--- config.mk ---
export PLATFORM = sky130hd
export DESIGN_NAME = mdu_hilo
export DESIGN_NICKNAME = d
export VERILOG_FILES = /design/src/rtl/mdu_hilo.sv
export SDC_FILE = /design/constraint.sdc
export NUM_CORES = 1
export LEC_CHECK = 0
export ABC_AREA = 0
export CORE_MARGIN = 4
export CORE_UTILIZATION = 50
export DETAILED_ROUTE_END_ITERATION = 6
export GPL_TIMING_DRIVEN = 1
export PLACE_DENSITY = 0.72
export SLEW_MARGIN = 10
export SYNTH_ARGS = -nofsm -noshare
export SYNTH_HDL_FRONTEND = slang
export SYNTH_SLANG_ARGS = --single-unit
--- constraint.sdc ---
create_clock -name clk -period 7.5 [get_ports clk]
set_input_delay 1.125 -clock clk [delete_from_list [all_inputs] [get_ports clk]]
set_output_delay 1.125 -clock clk [all_outputs]
set_load 0.005 [all_outputs]
--- src/rtl/mdu_hilo.sv ---
// mdu_hilo: iterative multiply/divide unit owning the architectural HI/LO pair.
// Multiplies use shift-add, divides use restoring shift-subtract on operand
// magnitudes; the sign is applied in a final FIX cycle before HI/LO update.
module mdu_hilo #(
    parameter int WIDTH = 32,
    parameter int CNT_W = $clog2(WIDTH) + 1
) (
    input  logic             clk,
    input  logic             resetn,
    input  logic             req,
    input  logic [2:0]       op,
    input  logic [WIDTH-1:0] a,
    input  logic [WIDTH-1:0] b,
    output logic             stall,
    output logic             busy,
    output logic             done,
    output logic [WIDTH-1:0] hi,
    output logic [WIDTH-1:0] lo,
    output logic [WIDTH-1:0] mf_data
);

    typedef enum logic [1:0] {
        S_IDLE,
        S_RUN,
        S_FIX
    } state_t;

    state_t               state_q;
    logic [CNT_W-1:0]     cnt_q;
    logic                 busy_q;
    logic                 done_q;
    logic [WIDTH-1:0]     hi_q;
    logic [WIDTH-1:0]     lo_q;
    // Mult: {partial product, multiplier}. Div: {remainder, dividend/quotient}.
    logic [2*WIDTH-1:0]   acc_q;
    logic [WIDTH-1:0]     opnd_q;     // |multiplicand| or |divisor|
    logic                 is_div_q;
    logic                 neg_q;      // negate product / quotient
    logic                 neg_rem_q;  // negate remainder (dividend sign)
    logic                 divz_q;     // divisor was zero

    // Operand decode for a new request: magnitudes and signs
    logic                 sgn_op;
    logic                 a_neg;
    logic                 b_neg;
    logic [WIDTH-1:0]     a_mag;
    logic [WIDTH-1:0]     b_mag;

    // Single iteration step for the current operation
    logic [WIDTH:0]       mul_sum;
    logic [WIDTH:0]       div_part;
    logic                 div_ge;
    logic [WIDTH-1:0]     div_diff;
    logic [2*WIDTH-1:0]   step_d;

    // Sign-corrected results written in FIX
    logic [2*WIDTH-1:0]   prod_d;
    logic [WIDTH-1:0]     res_hi_d;
    logic [WIDTH-1:0]     res_lo_d;

    // Decode operand signs and magnitudes (unsigned ops pass raw values)
    always_comb begin
        sgn_op = ~op[0];
        a_neg  = sgn_op & a[WIDTH-1];
        b_neg  = sgn_op & b[WIDTH-1];
        a_mag  = a_neg ? -a : a;
        b_mag  = b_neg ? -b : b;
    end

    // One shift-add or restoring shift-subtract step per RUN cycle
    always_comb begin
        mul_sum  = {1'b0, acc_q[2*WIDTH-1:WIDTH]} + (acc_q[0] ? {1'b0, opnd_q} : '0);
        div_part = acc_q[2*WIDTH-1:WIDTH-1];
        div_ge   = div_part >= {1'b0, opnd_q};
        div_diff = div_part[WIDTH-1:0] - opnd_q;
        if (is_div_q)
            step_d = {(div_ge ? div_diff : div_part[WIDTH-1:0]), acc_q[WIDTH-2:0], div_ge};
        else
            step_d = {mul_sum, acc_q[WIDTH-1:1]};
    end

    // Sign correction of the magnitude result; divide-by-zero forces LO to ones
    // while HI naturally ends as the sign-restored dividend.
    always_comb begin
        prod_d = neg_q ? -acc_q : acc_q;
        if (is_div_q) begin
            res_lo_d = divz_q ? '1 : (neg_q ? -acc_q[WIDTH-1:0] : acc_q[WIDTH-1:0]);
            res_hi_d = neg_rem_q ? -acc_q[2*WIDTH-1:WIDTH] : acc_q[2*WIDTH-1:WIDTH];
        end else begin
            res_lo_d = prod_d[WIDTH-1:0];
            res_hi_d = prod_d[2*WIDTH-1:WIDTH];
        end
    end

    // Control FSM with HI/LO and datapath registers
    always_ff @(posedge clk or negedge resetn) begin
        if (!resetn) begin
            state_q   <= S_IDLE;
            cnt_q     <= '0;
            busy_q    <= 1'b0;
            done_q    <= 1'b0;
            hi_q      <= '0;
            lo_q      <= '0;
            acc_q     <= '0;
            opnd_q    <= '0;
            is_div_q  <= 1'b0;
            neg_q     <= 1'b0;
            neg_rem_q <= 1'b0;
            divz_q    <= 1'b0;
        end else begin
            done_q <= 1'b0;
            case (state_q)
                S_IDLE: begin
                    if (req) begin
                        if (!op[2]) begin
                            acc_q     <= {{WIDTH{1'b0}}, a_mag};
                            opnd_q    <= b_mag;
                            is_div_q  <= op[1];
                            neg_q     <= a_neg ^ b_neg;
                            neg_rem_q <= a_neg;
                            divz_q    <= op[1] & (b == '0);
                            cnt_q     <= CNT_W'(WIDTH);
                            busy_q    <= 1'b1;
                            state_q   <= S_RUN;
                        end else if (op == 3'd4) begin
                            hi_q <= a;
                        end else if (op == 3'd5) begin
                            lo_q <= a;
                        end
                    end
                end
                S_RUN: begin
                    acc_q <= step_d;
                    cnt_q <= cnt_q - CNT_W'(1);
                    if (cnt_q == CNT_W'(1))
                        state_q <= S_FIX;
                end
                S_FIX: begin
                    hi_q    <= res_hi_d;
                    lo_q    <= res_lo_d;
                    busy_q  <= 1'b0;
                    done_q  <= 1'b1;
                    state_q <= S_IDLE;
                end
                default: state_q <= S_IDLE;
            endcase
        end
    end

    // HI/LO read port for MFHI/MFLO
    always_comb begin
        case (op)
            3'd6:    mf_data = hi_q;
            3'd7:    mf_data = lo_q;
            default: mf_data = '0;
        endcase
    end

    assign stall = req & busy_q;
    assign busy  = busy_q;
    assign done  = done_q;
    assign hi    = hi_q;
    assign lo    = lo_q;

endmodule

==> results of run 1 <==
-- path summary, 6_finish.rpt --
| check | startpoint | end | slack, ps | depth (start not counted) |
|---|---|---|---|---|
| setup / recovery | acc_q[0] | acc_q[62] | 3060 | 13 |
| hold / removal | opnd_q[22] | opnd_q[22] | 480 | 2 |
| setup reg to reg | acc_q[0] | acc_q[62] | 3060 | 13 |
| hold reg to reg | opnd_q[22] | opnd_q[22] | 480 | 2 |
| max in group asynchronous | resetn | is_div_q | 5490 | 2 |
| min in group asynchronous | resetn | acc_q[5] | 570 | 1 |
-- cells in the mapped netlist, drive strengths merged, types with 4 or more instances --
cell type    n
nand2      205
dfrtp      174
o21ai      174
a21oi      150
nor2       128
clkbuf      95
xor2        88
xnor2       87
mux2i       82
ha          70
inv         64
a21o        54
a22o        37
nor3        34
o211ai      27
o31ai       25
a211oi      23
a31oi       20
nand3       18
a32oi       17
or3         17
nor2b       16
nor4        16
nand2b      15
a22oi       13
or4         12
and3        11
and2        10
buf         10
o21a        10
o21bai      10
nand4        8
o41ai        8
or2          8
a221o        4
nand3b       4
o221ai       4
-- stage by stage --
step	power [W]	hold WS, ps	setup slack [ps]	instance area (µm²)	util
2_1_floorplan	0.00566	450	4120	14600	-
3_5_place_dp	0.00732	471	3120	16500	0.574
3_3_place_gp	0.00724	466	3130	16500	0.574
4_1_cts	0.00830	488	3110	17100	0.596
6_report	0.00837	483	3060	17100	0.596
5_1_grt	0.00901	506	2740	17100	0.596
-- layer usage --
metal  share of wire  global-route usage
met5               0                   0
met4           0.038               0.111
met3           0.060              0.0323
met2            0.48               0.494
met1            0.43               0.397
-- critical path: stages (launching register included) --
cell and delay, ps:
dfrtp_1 460, inv_1 840, nor2_1 120, ha_1 390, o21ai_0 280, a211oi_1 130
a221oi_1 550, nor3_1 210, a31oi_1 290, o31a_1 270, o21a_1 190, o21ai_0 120
xor2_1 150, a221o_1 320
-- power by group through the flow --
stage / combinational (W) / clock (W) / sequential, W
floorplan: 0.00388 / 0 / 0.00178
global placement: 0.00521 / 0 / 0.00202
detailed placement: 0.00528 / 0 / 0.00205
CTS: 0.00531 / 0.000959 / 0.00203
global route: 0.00591 / 0.000994 / 0.00210
finish: 0.00537 / 0.000951 / 0.00205
-- cell type report --
class | instances | area (µm²) | share of cell area
Clock buffer | 17 | 425 | 0.0249
Clock inverter | 15 | 189 | 0.0110
Inverter | 64 | 240 | 0.0140
Multi-Input combinational cell | 1450 | 9590 | 0.561
Sequential cell | 174 | 4360 | 0.255
Tap cell | 384 | 480 | 0.0281
Timing Repair Buffer | 186 | 1820 | 0.106
-- registers in the layout, indices dropped and copies added, names as in the netlist --
name       flops
acc_q         64
busy           1
cnt_q          6
divz_q         1
done           1
hi            32
is_div_q       1
lo            32
neg_q          1
neg_rem_q      1
opnd_q        32
state_q        2
-- cell families after synthesis --
family | share of synthesized area
compound gates | 0.265
simple gates | 0.165
xor+xnor | 0.105
flops | 0.299
buf+inv | 0.0443
mux | 0.0579
fa+ha+maj | 0.0629
==> reports/qor.txt, run 1 <==
Status - completed
Number of DRC markers after the initial detailed-route iteration - 1475
Total global-route track usage - 0.296
CTS Buf Count - 17
First-pass GRT wire length - 75100 µm
Routed WL per cell - 20.8 µm
Die footprint - 31900 µm²
Post-synthesis sequential area ratio - 0.299
CTS tree - done
Fill cells - 2631
Power Density - 489 nW/µm²
Ys flop type - dfrtp_1
Antenna Cells - 0
Leading cell type in the layout, fill and taps excluded - nand2_1
Initial Util - 0.507
Post-synth ARST share - 1.00
Chip Width - 179 µm
Area grow syn2layout - 17.5%
Max capacitance violation total - 0
Post-cts gate resize count - 0
Initial antenna violation count - 0
First-pass iteration count of the detailed router - 6
Most frequent cells in the layout - 203 x nand2_1, 173 x dfrtp_1, 167 x clkdlybuf4s50_1
Post-route ant nets - 0
Number of remaining DRC errors - 0
Fin crit period - 4440 ps
Num rows - 62
P_leak - 7.35 nW
# IOs - 169
Yosys top cell by area - dfrtp_1
Crit end category - flip-flop
Final setup vio count - 0
Unique masters post-synth - 73
Final std cells w/o fill - 2290
Switch Pwr - 0.00414 W
Sw Share - 0.494
Seq pwr share - 0.244
Placed insts - 2258
Max FO, Critical Path - 33
Worst endpoint data arrival time - 4770 ps
Die Span Y - 179 µm
Worst path required time - 7820 ps
Cts-stage hold buffer count - 0
RSZ-0062 raised after global routing - no
Top cells by area, synth - dfrtp_1 30%, ha_1 6.0%, mux2i_1 5.6%
Vias/cell - 6.16
CP Class - flip-flop to flip-flop
Clock power share - 0.114
Synth Cell Area - 14600 µm²
Comb power frac - 0.642
Yosys warns - 0
Critical Path Source Type - flip-flop
Worst VDD drop - 0.353 mV
Synthesis-stage register bit count - 174
Post-synth EDFFs - 0
Total gr overflow - 0
Synth Instances - 1793
Worst-path clk slew - 80 ps
Fmax - 225 MHz
Setup repair bufs after CTS - 0
Setup TNS - 0 ps
Mapped Avg Cell Area - 8.12 µm²
Worst Skew - 23.9 ps
Max Slew Vio Count - 0
Clock Latency Late Sink - 450 ps
Port buffer count - 168
Core area - 28700 µm²
Yosys top cell area share - 0.299
Vias in the first global route - 13667
Hpwl dp - 35400 µm
Pin count of the biggest net entering global routing - 93
Fin crit share - 0.592
Root Driver - clkbuf_16
Nets - 2035
Final hold viol count - 0
Vias - 14099
Synthesized Nets - 1935
DRT Wirelength - 47600 µm
Tightest Hold Check Type - flip-flop to flip-flop
RD Place Congestion - 0.954
Clk sinks - 174
H-tree Lvls - 4
Rel. slew slack - 0.132
Ratio of cells with drive above 1 in the final layout - 0.0477
P_int - 0.00423 W
CTS Buffer Depth - 2
Least-Margin Pin Slew - 1300 ps
No activity file was read; power rests on OpenSTA's default activity.
==> inputs of run 2 (changes only) <==
==> constraint.sdc (replaced) <==
create_clock -name clk -period 4.5 [get_ports clk]
set_input_delay 0.675 -clock clk [delete_from_list [all_inputs] [get_ports clk]]
set_output_delay 0.675 -clock clk [all_outputs]
set_load 0.005 [all_outputs]
==> reports/qor.txt, run 2 (synthesis results as in run 1) <==
Rel. slew slack - 0.262 (was 0.132)
Clk sinks - 174 (unchanged)
CP Class - flip-flop to flip-flop (unchanged)
Setup TNS - 0 ps (unchanged)
Post-cts gate resize count - 0 (unchanged)
Fin crit share - 0.866 (was 0.592)
Met3 usage - 0.0384 (was 0.0323)
Post-route ant nets - 0 (unchanged)
RSZ-0062 raised after global routing - no (unchanged)
P_leak - 7.40 nW (was 7.35 nW)
Hpwl dp - 35200 µm (was 35400 µm)
Final setup vio count - 0 (unchanged)
Crit-path slowest cell - dfrtp_1 (was inv_1)
Worst Skew - 18.2 ps (was 23.9 ps)
CTS tree - done (unchanged)
Ratio of cells with drive above 1 in the final layout - 0.0542 (was 0.0477)
H-tree Lvls - 4 (unchanged)
Worst-path clk slew - 80 ps (about the same)
Die footprint - 31900 µm² (unchanged)
Fmax - 257 MHz (was 225 MHz)
# IOs - 169 (unchanged)
R2R Setup Slk - 600 ps (was 3060 ps)
Clock Latency Late Sink - 450 ps (about the same)
Core area - 28700 µm² (unchanged)
Cells along the critical path - inv_1 > buf_4 > buf_4 > nor2_1 > ha_1 > nand2_1 > o211a_1 > o31ai_1 > a211o_1 > a31oi_1 > o31a_1 > o21a_1 > o21ai_0 > xor2_1 > a221o_1 (was inv_1 > nor2_1 > ha_1 > o21ai_0 > a211oi_1 > a221oi_1 > nor3_1 > a31oi_1 > o31a_1 > o21a_1 > o21ai_0 > xor2_1 > a221o_1)
Max FO, Critical Path - 20 (was 33)
Most frequent cells in the layout - 203 x nand2_1, 173 x dfrtp_1, 167 x clkdlybuf4s50_1 (unchanged)
Antenna Cells - 0 (unchanged)
Max FFs per register - 64 (unchanged)
Worst path required time - 4830 ps (was 7820 ps)
Fin crit period - 3900 ps (was 4440 ps)
Final std cells w/o fill - 2303 (was 2290)
R2R depth - 15 (was 13)
Top reg by flops - acc_q (unchanged)
Power Density - 808 nW/µm² (was 489 nW/µm²)
Worst slack, placed - 693 ps (was 3120 ps)
First-pass iteration count of the detailed router - 6 (unchanged)
Least-Margin Pin Slew - 1110 ps (was 1300 ps)
Status - completed (unchanged)
Die Span Y - 179 µm (unchanged)
WP buf/inv - 3 (was 1)
Final hold viol count - 0 (unchanged)
Initial Util - 0.507 (unchanged)
Chip Width - 179 µm (unchanged)
Total global-route track usage - 0.292 (was 0.296)
Family with the most delay on the worst path - compound AO/OA/AOI/OAI gates (unchanged)
Cts-stage hold buffer count - 0 (unchanged)
Worst endpoint data arrival time - 4230 ps (was 4770 ps)
Nets - 2048 (was 2035)
Critical Path Source Type - flip-flop (unchanged)
Fill cells - 2620 (was 2631)
Most Crowded Layer GR - met2 (unchanged)
Num rows - 62 (unchanged)
Leading cell type in the layout, fill and taps excluded - nand2_1 (unchanged)
Max Slew Vio Count - 0 (unchanged)
GR Util met2 - 0.491 (was 0.494)
Crit end category - flip-flop (unchanged)
Global-route met1 utilization - 0.386 (was 0.397)
Setup repair bufs after CTS - 0 (unchanged)
Vias - 14283 (was 14099)
Initial antenna violation count - 0 (unchanged)
Tightest Hold Check Type - primary input to async pin (was flip-flop to flip-flop)
Root Driver - clkbuf_16 (unchanged)
RD Place Congestion - 0.958 (was 0.954)
Setup ws final - 603 ps (was 3060 ps)
Placed insts - 2271 (was 2258)
Area grow syn2layout - 18.1% (was 17.5%)
CTS Buf Count - 17 (unchanged)
Vias/cell - 6.20 (was 6.16)
Delay of the slowest critical-path stage - 460 ps (was 840 ps)
Vias in the first global route - 13820 (was 13667)
Total gr overflow - 0 (unchanged)
CTS Buffer Depth - 2 (unchanged)
Pin count of the biggest net entering global routing - 95 (was 93)
Port buffer count - 168 (unchanged)
Crit path top cell by count - buf_4 (was o21ai_0)
Number of remaining DRC errors - 0 (unchanged)
Worst VDD drop - 0.464 mV (was 0.353 mV)
Max capacitance violation total - 0 (unchanged)
Number of DRC markers after the initial detailed-route iteration - 1214 (was 1475)
DRT Wirelength - 47200 µm (was 47600 µm)
R2R Path End - acc_q[62] (unchanged)
RR Startpoint - acc_q[0] (unchanged)
Routed WL per cell - 20.5 µm (was 20.8 µm)
First-pass GRT wire length - 74600 µm (was 75100 µm)
==> run 2: changes by cell type in the layout (fill, tap and decap cells not counted) <==
cell,before,now
buf_4,18,30
clkinv_4,1,6
inv_6,4,1
clkinv_8,4,2
a21oi_2,1,0
a21oi_4,0,1
buf_12,0,1
bufinv_16,1,0
clkbuf_8,0,1
clkinv_2,1,0
clkinvlp_4,0,1
==> run 2: worst max path at each step <==
stage | startpoint | end | slack, ps | depth (start not counted)
after floorplan | acc_q[0] | acc_q[62] | 1120 | 14
after global placement | acc_q[0] | acc_q[62] | 790 | 15
after detailed placement | acc_q[0] | acc_q[62] | 690 | 15
after CTS | acc_q[0] | acc_q[62] | 640 | 15
after global routing | acc_q[0] | acc_q[62] | 290 | 15
final | acc_q[0] | acc_q[62] | 600 | 15
==> run 2: metrics by stage <==
| step | power (W) | cell area [µm²] | hold WS, ps | util |
|---|---|---|---|---|
| 4_1_cts | 0.0138 | 17200 | 348 | 0.599 |
| 3_5_place_dp | 0.0122 | 16600 | 472 | 0.579 |
| 3_3_place_gp | 0.0120 | 16600 | 465 | 0.579 |
| 5_1_grt | 0.0150 | 17200 | 388 | 0.599 |
| 6_report | 0.0139 | 17200 | 309 | 0.599 |
| 2_1_floorplan | 0.00944 | 14600 | 379 | - |
==> run 2: layout make-up <==
type / instances / area, µm² / area share
timing repair buffer: 199 / 1930 / 0.112
clock inverter: 14 / 146 / 0.00852
inverter: 64 / 240 / 0.0140
multi-input combinational: 1450 / 9600 / 0.559
sequential: 174 / 4360 / 0.253
clock buffer: 18 / 439 / 0.0255
tap: 384 / 480 / 0.0279
==> run 2: metal layers <==
layer,vias to the layer above,part of all wire
met5,-,0
met4,0,0.038
met3,108,0.069
met2,637,0.48
met1,6831,0.42
li1,6707,-
==> run 2: report_power, final <==
| part | switching (W) | internal (W) |
|---|---|---|
| Sequential | 0.00106 | 0.00231 |
| Clock | 0.000766 | 0.000754 |
| Combinational | 0.00500 | 0.00399 |
| Total | 0.00683 | 0.00706 |
